$ cat src/rtl/alu_seq_pkg.sv
// rtl/alu_seq_pkg.sv - shared opcode/state types and default sizes for the ALU writeback sequencer
package alu_seq_pkg;

    localparam int WIDTH_DEFAULT = 16;
    localparam int DEPTH_DEFAULT = 8;

    typedef enum logic [2:0] {
        OP_ADD  = 3'd0,
        OP_SUB  = 3'd1,
        OP_AND  = 3'd2,
        OP_OR   = 3'd3,
        OP_XOR  = 3'd4,
        OP_NOT  = 3'd5,
        OP_SHL  = 3'd6,
        OP_PASS = 3'd7
    } alu_op_e;

    typedef enum logic [1:0] {
        ST_IDLE  = 2'd0,
        ST_READ  = 2'd1,
        ST_EXEC  = 2'd2,
        ST_WRITE = 2'd3
    } seq_state_e;

endpackage

$ cat src/rtl/alu_writeback_sequencer_if.sv
// rtl/alu_writeback_sequencer_if.sv - instruction handshake plus cache state/write bus
// Flag outputs exist only when ALU_SEQ_FLAGS_EN is defined.
interface alu_writeback_sequencer_if #(
    parameter int WIDTH = 16,
    parameter int DEPTH = 8,
    parameter int SEL_W = 3
);
    logic                   instr_valid;
    logic                   instr_ready;
    logic [2:0]             op;
    logic [SEL_W-1:0]       src_a;
    logic [SEL_W-1:0]       src_b;
    logic [SEL_W-1:0]       dst;
    logic [DEPTH*WIDTH-1:0] mem_state;
    logic [DEPTH-1:0]       wr_onehot;
    logic [WIDTH-1:0]       wr_data;
    logic                   done;
`ifdef ALU_SEQ_FLAGS_EN
    logic                   flag_zero;
    logic                   flag_carry;

    modport master (
        output instr_valid, op, src_a, src_b, dst, mem_state,
        input  instr_ready, wr_onehot, wr_data, done, flag_zero, flag_carry
    );

    modport slave (
        input  instr_valid, op, src_a, src_b, dst, mem_state,
        output instr_ready, wr_onehot, wr_data, done, flag_zero, flag_carry
    );
`else
    modport master (
        output instr_valid, op, src_a, src_b, dst, mem_state,
        input  instr_ready, wr_onehot, wr_data, done
    );

    modport slave (
        input  instr_valid, op, src_a, src_b, dst, mem_state,
        output instr_ready, wr_onehot, wr_data, done
    );
`endif
endinterface

$ cat src/rtl/alu_core_16.sv
// rtl/alu_core_16.sv - combinational ALU: (op, a, b) -> (result, carry)
module alu_core_16
    import alu_seq_pkg::*;
#(
    parameter int WIDTH = WIDTH_DEFAULT
) (
    input  alu_op_e          i_op,
    input  logic [WIDTH-1:0] i_a,
    input  logic [WIDTH-1:0] i_b,
    output logic [WIDTH-1:0] o_result,
    output logic             o_carry
);

    logic [WIDTH:0] w_sum;
    logic [WIDTH:0] w_diff;

    // Top bit of the widened difference is the unsigned borrow (A < B).
    assign w_sum  = {1'b0, i_a} + {1'b0, i_b};
    assign w_diff = {1'b0, i_a} - {1'b0, i_b};

    always_comb begin
        o_result = i_a;
        o_carry  = 1'b0;
        case (i_op)
            OP_ADD: begin
                o_result = w_sum[WIDTH-1:0];
                o_carry  = w_sum[WIDTH];
            end
            OP_SUB: begin
                o_result = w_diff[WIDTH-1:0];
                o_carry  = w_diff[WIDTH];
            end
            OP_AND:  o_result = i_a & i_b;
            OP_OR:   o_result = i_a | i_b;
            OP_XOR:  o_result = i_a ^ i_b;
            OP_NOT:  o_result = ~i_a;
            OP_SHL: begin
                o_result = {i_a[WIDTH-2:0], 1'b0};
                o_carry  = i_a[WIDTH-1];
            end
            OP_PASS: o_result = i_a;
            default: o_result = i_a;
        endcase
    end

endmodule

$ cat src/rtl/alu_writeback_sequencer.sv
// rtl/alu_writeback_sequencer.sv - one-at-a-time read/execute/writeback against the register cache
// Optional zero/carry flag outputs are enabled by ALU_SEQ_FLAGS_EN.
module alu_writeback_sequencer
    import alu_seq_pkg::*;
#(
    parameter int WIDTH = WIDTH_DEFAULT,
    parameter int DEPTH = DEPTH_DEFAULT,
    parameter int SEL_W = 3
) (
    input  logic                      clk,
    input  logic                      rst,
    alu_writeback_sequencer_if.slave  bus
);

    seq_state_e       r_state;
    seq_state_e       w_next_state;
    alu_op_e          r_op;
    logic [SEL_W-1:0] r_src_a;
    logic [SEL_W-1:0] r_src_b;
    logic [SEL_W-1:0] r_dst;
    logic [WIDTH-1:0] r_op_a;
    logic [WIDTH-1:0] r_op_b;
    logic [WIDTH-1:0] r_wr_data;

    logic [WIDTH-1:0] w_words [DEPTH];
    logic             w_ready;
    logic             w_done;
    logic             w_accept;
    logic [DEPTH-1:0] w_onehot;
    logic [WIDTH-1:0] w_alu_result;
    logic             w_alu_carry;

    always_comb begin
        for (int i = 0; i < DEPTH; i++) begin
            w_words[i] = bus.mem_state[i*WIDTH +: WIDTH];
        end
    end

    assign w_accept = bus.instr_valid && w_ready;

    always_ff @(posedge clk) begin
        if (rst) begin
            r_state <= ST_IDLE;
        end else begin
            r_state <= w_next_state;
        end
    end

    // Select is decoded from state so it can only ever be high in WRITE.
    always_comb begin
        w_next_state = r_state;
        w_ready      = 1'b0;
        w_done       = 1'b0;
        w_onehot     = '0;
        case (r_state)
            ST_IDLE: begin
                w_ready = 1'b1;
                if (bus.instr_valid) begin
                    w_next_state = ST_READ;
                end
            end
            ST_READ:  w_next_state = ST_EXEC;
            ST_EXEC:  w_next_state = ST_WRITE;
            ST_WRITE: begin
                w_onehot     = {{(DEPTH-1){1'b0}}, 1'b1} << r_dst;
                w_done       = 1'b1;
                w_next_state = ST_IDLE;
            end
            default:  w_next_state = ST_IDLE;
        endcase
    end

    always_ff @(posedge clk) begin
        if (rst) begin
            r_op      <= OP_ADD;
            r_src_a   <= '0;
            r_src_b   <= '0;
            r_dst     <= '0;
            r_op_a    <= '0;
            r_op_b    <= '0;
            r_wr_data <= '0;
        end else begin
            if (w_accept) begin
                r_op    <= alu_op_e'(bus.op);
                r_src_a <= bus.src_a;
                r_src_b <= bus.src_b;
                r_dst   <= bus.dst;
            end
            // Operands are captured before any write, so src == dst is safe.
            if (r_state == ST_READ) begin
                r_op_a <= w_words[r_src_a];
                r_op_b <= w_words[r_src_b];
            end
            if (r_state == ST_EXEC) begin
                r_wr_data <= w_alu_result;
            end
        end
    end

    alu_core_16 #(
        .WIDTH (WIDTH)
    ) u_alu (
        .i_op     (r_op),
        .i_a      (r_op_a),
        .i_b      (r_op_b),
        .o_result (w_alu_result),
        .o_carry  (w_alu_carry)
    );

`ifdef ALU_SEQ_FLAGS_EN
    logic r_flag_zero;
    logic r_flag_carry;

    always_ff @(posedge clk) begin
        if (rst) begin
            r_flag_zero  <= 1'b0;
            r_flag_carry <= 1'b0;
        end else if (r_state == ST_EXEC) begin
            r_flag_zero  <= (w_alu_result == '0);
            r_flag_carry <= w_alu_carry;
        end
    end

    assign bus.flag_zero  = r_flag_zero;
    assign bus.flag_carry = r_flag_carry;
`else
    logic w_unused_carry;
    assign w_unused_carry = w_alu_carry;
`endif

    assign bus.instr_ready = w_ready;
    assign bus.wr_onehot   = w_onehot;
    assign bus.wr_data     = r_wr_data;
    assign bus.done        = w_done;

endmodule

$ cat src/flat_wrapper.sv
// flat-port wrapper written by rule: the top's interface ports become plain ports
module alu_writeback_sequencer_flat import alu_seq_pkg::*;
#(
    parameter int WIDTH = WIDTH_DEFAULT,
    parameter int DEPTH = DEPTH_DEFAULT,
    parameter int SEL_W = 3
)
  (clk, rst, bus_instr_valid, bus_op, bus_src_a, bus_src_b, bus_dst, bus_mem_state, bus_instr_ready, bus_wr_onehot, bus_wr_data, bus_done);
  alu_writeback_sequencer_if #(.WIDTH(WIDTH), .DEPTH(DEPTH), .SEL_W(SEL_W)) bus_i ();
  input  logic clk;
  input  logic rst;
  input wire logic [$bits(bus_i.instr_valid)-1:0] bus_instr_valid;
  input wire logic [$bits(bus_i.op)-1:0] bus_op;
  input wire logic [$bits(bus_i.src_a)-1:0] bus_src_a;
  input wire logic [$bits(bus_i.src_b)-1:0] bus_src_b;
  input wire logic [$bits(bus_i.dst)-1:0] bus_dst;
  input wire logic [$bits(bus_i.mem_state)-1:0] bus_mem_state;
  output wire logic [$bits(bus_i.instr_ready)-1:0] bus_instr_ready;
  output wire logic [$bits(bus_i.wr_onehot)-1:0] bus_wr_onehot;
  output wire logic [$bits(bus_i.wr_data)-1:0] bus_wr_data;
  output wire logic [$bits(bus_i.done)-1:0] bus_done;
  assign bus_i.instr_valid = bus_instr_valid;
  assign bus_i.op = bus_op;
  assign bus_i.src_a = bus_src_a;
  assign bus_i.src_b = bus_src_b;
  assign bus_i.dst = bus_dst;
  assign bus_i.mem_state = bus_mem_state;
  assign bus_instr_ready = bus_i.instr_ready;
  assign bus_wr_onehot = bus_i.wr_onehot;
  assign bus_wr_data = bus_i.wr_data;
  assign bus_done = bus_i.done;
  alu_writeback_sequencer #(.WIDTH(WIDTH), .DEPTH(DEPTH), .SEL_W(SEL_W)) u_core (.clk(clk), .rst(rst), .bus(bus_i));
endmodule
$ cat config.mk
export PLATFORM = sky130hd
export DESIGN_NAME = alu_writeback_sequencer_flat
export DESIGN_NICKNAME = d
export VERILOG_FILES = /design/src/rtl/alu_seq_pkg.sv /design/src/rtl/alu_writeback_sequencer_if.sv /design/src/rtl/alu_core_16.sv /design/src/rtl/alu_writeback_sequencer.sv /design/src/flat_wrapper.sv
export SDC_FILE = /design/constraint.sdc
export NUM_CORES = 1
export LEC_CHECK = 0
export ABC_AREA = 1
export ABC_CLOCK_PERIOD_IN_PS = 7800
export BUFFER_PORTS_ARGS = -buffer_cell sky130_fd_sc_hd__buf_4
export CAP_MARGIN = 15
export CELL_PAD_IN_SITES_DETAIL_PLACEMENT = 0
export CELL_PAD_IN_SITES_GLOBAL_PLACEMENT = 2
export CORE_ASPECT_RATIO = 0.7
export CORE_MARGIN = 1.5
export CORE_UTILIZATION = 30
export CTS_BUF_LIST = sky130_fd_sc_hd__clkbuf_16
export DETAILED_ROUTE_END_ITERATION = 10
export HOLD_SLACK_MARGIN = 0.06
export MAX_ROUTING_LAYER = met4
export PLACE_DENSITY = 0.85
export SLEW_MARGIN = 0
export SYNTH_ARGS = -nofsm -noshare
export SYNTH_HDL_FRONTEND = slang
export SYNTH_SLANG_ARGS = --single-unit
$ cat constraint.sdc
create_clock -name clk -period 7.8 [get_ports clk]
set_clock_uncertainty 0.05 [all_clocks]
set_input_delay 1.56 -clock clk [delete_from_list [all_inputs] [get_ports clk]]
set_output_delay 1.56 -clock clk [all_outputs]
set_load 0.02 [all_outputs]
### Word-level counts from Yosys, hierarchy flattened

Cells that the tools add are included.

| storage, ports and cells | value |
|---|---|
| register bits after elaboration | 62 |
| latch bits | 0 |
| memory bits (writable) | 0 |
| ROM bits | 0 |
| input port bits | 143 |
| output and inout port bits | 26 |
| memories kept | 0 |

| operators by class | value |
|---|---|
| $add $sub $neg | 2 |
| multiply operators | 0 |
| divide/modulo/power cells | 0 |
| order comparisons | 2 |
| eq/ne operators | 11 |
| shifts and indexed selects | 1 |
| muxes and demuxes | 12 |
| bitwise operators | 6 |
| reductions and logical operators | 3 |

Operator list:

| operator | count |
|---|---|
| $pmux W16 S8 | 1 |
| $bmux W16 S3 | 2 |
| $mux W16 | 4 |
| $add A16 B16 Y16 | 1 |
| $and A16 B16 Y16 | 1 |
| $not A16 Y16 | 1 |
| $or A16 B16 Y16 | 1 |
| $sub A16 B16 Y16 | 1 |
| $xor A16 B16 Y16 | 1 |
| $eq A3 B3 Y1 const B | 4 |
| $ge A4 B4 Y1 const B | 2 |
| $mux W8 | 1 |
| $not A3 Y4 | 2 |
| $pmux W2 S4 | 1 |
| $shl A1 B3 Y8 const A | 1 |
| $eq A3 B2 Y1 const B | 2 |
| $eq A2 B2 Y1 const B | 2 |
| $eq A3 B1 Y1 const B | 1 |
| $logic_not A3 Y1 | 1 |
| $eq A2 B1 Y1 const B | 1 |
| $logic_not A2 Y1 | 1 |
| $mux W1 | 2 |
| $mux W2 | 1 |
| $ne A2 B2 Y1 const B | 1 |
| $logic_and A1 B1 Y1 | 1 |

### Longest topological paths before layout

| logic depth | value |
|---|---|
| word-level depth | 4 |
| depth in mapped cells | 23 |
| gate-level depth less buffers | 23 |

### Hierarchy

Synthesis repeated with hierarchy kept, for this count alone.

| unflattened totals | value |
|---|---|
| cell total of the unflattened synthesis | 1470 |
| area, all modules | 8010.2 µm² |

By module, submodules not included:

| module | instances | cells an instance | area each (µm²) |
|---|---|---|---|
| alu_writeback_sequencer | 1 | 912 | 5083.6 |
| alu_core_16 | 1 | 558 | 2926.6 |

### Worst setup path after synthesis

OpenSTA, ideal clock, no wires.

| path | value |
|---|---|
| path kind | reg2out |
| from | register u_core.r_state[0] |
| to | output bus_wr_onehot[4] |
| arrival | 1.084 ns |
| slack | 5.106 ns |
| cell stages (with the launch flop) | 4 |
| path buffers | 0 |
| path through | dfxtp_1 > ha_1 > nand2_1 > nor2_1 |

| on the way | value |
|---|---|
| longest elaborated chain between the ends | 2 |

Ends and longest elaborated chain:

| what | line | RTL |
|---|---|---|
| start, declared | alu_writeback_sequencer.sv:15 | `seq_state_e r_state;` |
| start signal, assigned | alu_writeback_sequencer.sv:45 | `r_state <= w_next_state;` |
| $eq A2 B2 Y1 | alu_writeback_sequencer.sv:55 | `case (r_state)` |
| $mux W8 | alu_writeback_sequencer.sv:55 |  |
| end, declared | flat_wrapper.sv:19 | `output wire logic [$bits(bus_i.wr_onehot)-1:0] bus_wr_onehot;` |

Every way passes these cells.

### Worst setup path in the final report

| path | value |
|---|---|
| from | register u_core.r_op[2] |
| to | register u_core.r_wr_data[15], in the netlist u_core.bus.wr_data[15] |

| on the way | value |
|---|---|
| longest elaborated chain between the ends | 2 |

Ends and longest elaborated chain:

| what | line | RTL |
|---|---|---|
| start, declared | alu_writeback_sequencer.sv:17 | `alu_op_e r_op;` |
| start signal, assigned | alu_writeback_sequencer.sv:84 | `r_op <= alu_op_e'(bus.op);` |
| $eq A3 B3 Y1 (tied with other cells) | alu_core_16.sv:24 | `case (i_op)` |
| $pmux W16 S8 * | alu_core_16.sv:24 |  |
| end signal, assigned | alu_writeback_sequencer.sv:95 | `r_wr_data <= w_alu_result;` |
| end, declared | alu_writeback_sequencer.sv:23 | `logic [WIDTH-1:0] r_wr_data;` |

Mark *: on every way between the ends. The rest lies on a longest branch, timed or not.
A chain may end at the register's enable or synchronous reset.

==> run_results.csv <==
group,metric,value,unit
floorplanning,start_util,30.56,%
cts,cts_setup_buffers,0,
place,hpwl,18610,um
cts,cts_tree,"built",
timing,maxClockFrequency,307.7,MHz
timing,setup_viol_count_final,0,
cells_and_area,antenna_cells,0,
route,vias_per_cell,5.126,
cells_and_area,layoutNonFillerInstCount,1519,
power,pwr_density_cell,406.1,nW/um2
worst_setup_path,crit_chain,"nor2_4 -> nand2_2 -> inv_2 -> nor2_1 -> nor2_2 -> xor2_1 -> inv_1 -> ha_1 -> nand2_1 -> inv_1 -> nand2_1 -> nor3_1 -> nand2_1 -> nand2_1 -> inv_1 -> nand2_1 -> nand3_1 -> a21oi_1",
min_path,min_path_type,"reg2reg",
synthesis,synth_top_area_share,18.73,%
global_routing,grt_pass1_vias,7355,
global_routing,globalRouteOverflowTotal,0,
cts,cts_buffers,9,
synthesis,syn-cell-area,6625,um2
timing,period_minus_slack,3.250,ns
worst_setup_path,worst-path-buf-inv,4,
worst_setup_path,end_kind,"flop",
power,p_seq_share,19.7,%
worst_setup_path,critPathArrivalTime,3.48,ns
place,gp_congestion,0.8646,
synthesis,synthFlopType,"dfxtp_1",
cts,cts-root-buf,"clkbuf_16",
timing,tns,0,ns
timing,grt_setup_unrepaired,"no",
synthesis,yosysSeqAreaShare,18.73,%
route,num_vias,7787,
timing,hold_violations,0,
synthesis,synth_edf_count,0,
global_routing,grt_use_total,22.52,%
timing,timing.slew.headroom,36.56,%
route,drt-initial-drc-count,593,
cts,clkSlewWorstSetupHoldPaths,0.07,ns
synthesis,yosysWarnings,0,
synthesis,synth.distinct_cells,37,
synthesis,syn_nets,1314,
worst_setup_path,crit_required,8.03,ns
floorplanning,die_area,23000,um2
synthesis,postSynth.asyncResetShare,0,%
worst_setup_path,crit_path_max_incr_delay,0.45,ns
floorplanning,core_area,21680,um2
route,drcViolationCount,0,
cells_and_area,drive_gt1_share,16.81,%
power,comb_power_share,68.3,%
floorplanning,io_pins,169,
worst_setup_path,start_kind,"flop",
worst_setup_path,crit_type,"reg2reg",
timing,period_share,41.67,%
timing,max_slew.worst_pin.slew,0.9515,ns
worst_setup_path,slowest_stage,"nor2_4",
cells_and_area,syn_to_final_growth,25.17,%
route,wl_per_cell,16.52,um
worst_setup_path,reg2reg_depth,18,
synthesis,ys_ff_latch,62,
place,port_buffers,168,
global_routing,grt_pass1_wl,40120,um
job,drv_cap,0,
global_routing,grt_max_degree,102,
power,p_int,0.001491,W
synthesis,syn_area_per_cell,5.926,um2
power,irDropWorstVdd,181.6,uV
cts,clk_path_buf_depth,2,
cts,insertion_delay,0.35,ns
route,finalWirelength,25100,um
synthesis,syn_inst,1118,
timing,slew_violations,0,
worst_setup_path,crit_top_cell,"nand2_1",
cts,clock-sinks,62,
outcome,status,"complete, no violations",
floorplanning,fp-row-count,45,
worst_setup_path,cp_top_family,"simple AND/OR/NAND/NOR gates",
worst_setup_path,critPathMaxFanout,16,
power,p_leak,3.899,nW
power,power,0.003368,W
route,ant_nets,0,
place,pre_cts_ws,4.616,ns
synthesis,synth_area_leaders,"dfxtp_1 19%, a21oi_1 16%, o21ai_0 15%",
cells_and_area,fillers,2380,
floorplanning,die_x,180.6,um
timing,whs,0.4187,ns
cts,cts-resized-gates,0,
synthesis,synth_area_leader_cell,"dfxtp_1",
power,pwr-share-clk,12.0,%
floorplanning,die_h,127.3,um
timing,fin_ws,4.550,ns
cts,htreeDepth,3,
power,net-switching-power,0.001877,W
place,dp_cells,1503,
cts,ctsHoldBuffers,0,
min_path,min_path_cells,2,
power,p_sw_share,55.73,%
route,first_pass_iters,7,
cells_and_area,fin_nets,1428,
global_routing,antenna_found_initial,0,
worst_setup_path,cp.depth,18,
[synthesized netlist by cell type, drive strengths merged (10+ instances only)]
master and count:
nand3 30, dfxtp 62, o21ai 206, buf 17, ha 52, o22ai 28
nand2 170, nor2 72, clkbuf 54, a21oi 215, nor3 10, inv 143
xor2 16
[placed cells by master (no fill, tap or decap), types with 9 or more instances in the layout]
cell	Yosys	routed
clkbuf_16	0	9
xor2_1	16	16
inv_1	139	139
ha_1	52	51
dfxtp_1	62	58
o21ai_0	204	204
nor2_1	69	69
nand3_1	30	30
o22ai_1	28	28
nand2_1	167	167
buf_4	3	174
a21oi_1	215	215
[area by class of cell]
cell class / count / area [um2] / area share [%]
Sequential cell: 62 / 1251 / 15.09
Clock buffer: 9 / 225.2 / 2.716
Multi-Input combinational cell: 839 / 4546 / 54.81
Tap cell: 282 / 352.8 / 4.255
Inverter: 146 / 548.0 / 6.608
Timing Repair Buffer: 174 / 1306 / 15.75
Clock inverter: 7 / 63.81 / 0.7695
[metal layers]
| layer | vias up | track usage [%] | wire length, um |
|---|---|---|---|
| li1 | 4020 | - | - |
| met1 | 3542 | 32.37 | 12880 |
| met2 | 208 | 34.22 | 10850 |
| met3 | 17 | 2.623 | 1177 |
| met4 | 0 | 3.757 | 189 |
| met5 | - | - | 0 |
[power groups by stage]
stage	clock network (W)	logic (W)	registers (W)
2_1_floorplan	0	0.00167	0.000605
3_3_place_gp	0	0.00229	0.000674
3_5_place_dp	0	0.00229	0.000672
4_1_cts	0.000410	0.00230	0.000665
5_1_grt	0.000423	0.00264	0.000690
6_report	0.000403	0.00230	0.000664
[tightest hold or removal path, delay by kind of cell (launching register included)]
| family | cells | cell delay [ns] |
|---|---|---|
| and+or+nand+nor | 1 | 0.06 |
| DFF | 1 | 0.31 |
| AOI/OAI and AO/OA | 1 | 0.05 |
[final timing paths]
check | endpoint | slack, ns | startpoint
min | u_core.bus.wr_data[1]$_SDFFE_PP0P_ | 0.42 | u_core.bus.wr_data[1]$_SDFFE_PP0P_
max reg2reg | u_core.bus.wr_data[15]$_SDFFE_PP0P_ | 4.55 | u_core.r_op[2]$_SDFFE_PP0P_
min reg2reg | u_core.bus.wr_data[1]$_SDFFE_PP0P_ | 0.42 | u_core.bus.wr_data[1]$_SDFFE_PP0P_
max | u_core.bus.wr_data[15]$_SDFFE_PP0P_ | 4.55 | u_core.r_op[2]$_SDFFE_PP0P_
[kinds of logic (layout without fill, tap and decap cells)]
group | Yosys count | after routing | share of synthesized area [%]
and+or+nand+nor | 288 | 288 | 18.05
AOI/OAI and AO/OA | 481 | 481 | 38.15
xor gates and xnor gates | 17 | 17 | 2.247
DFF | 62 | 62 | 18.73
buffers and inverters | 217 | 336 | 12.69
adders and majority gates | 53 | 53 | 10.12
[flip-flops by register name, summed over array words and instances, names as in the netlist]
signal and cells:
u_core.bus.wr_data 16, u_core.r_dst 3, u_core.r_op 3, u_core.r_op_a 16, u_core.r_op_b 16, u_core.r_src_a 3, u_core.r_src_b 3, u_core.r_state 2
[metrics by stage]
step / cell area, um2 / util [%]
floorplan: 6625 / -
global placement: 8004 / 36.92
detailed placement: 8004 / 36.92
CTS: 8293 / 38.26
global route: 8293 / 38.26
finish: 8293 / 38.26
No activity file was read; power rests on OpenSTA's default activity.
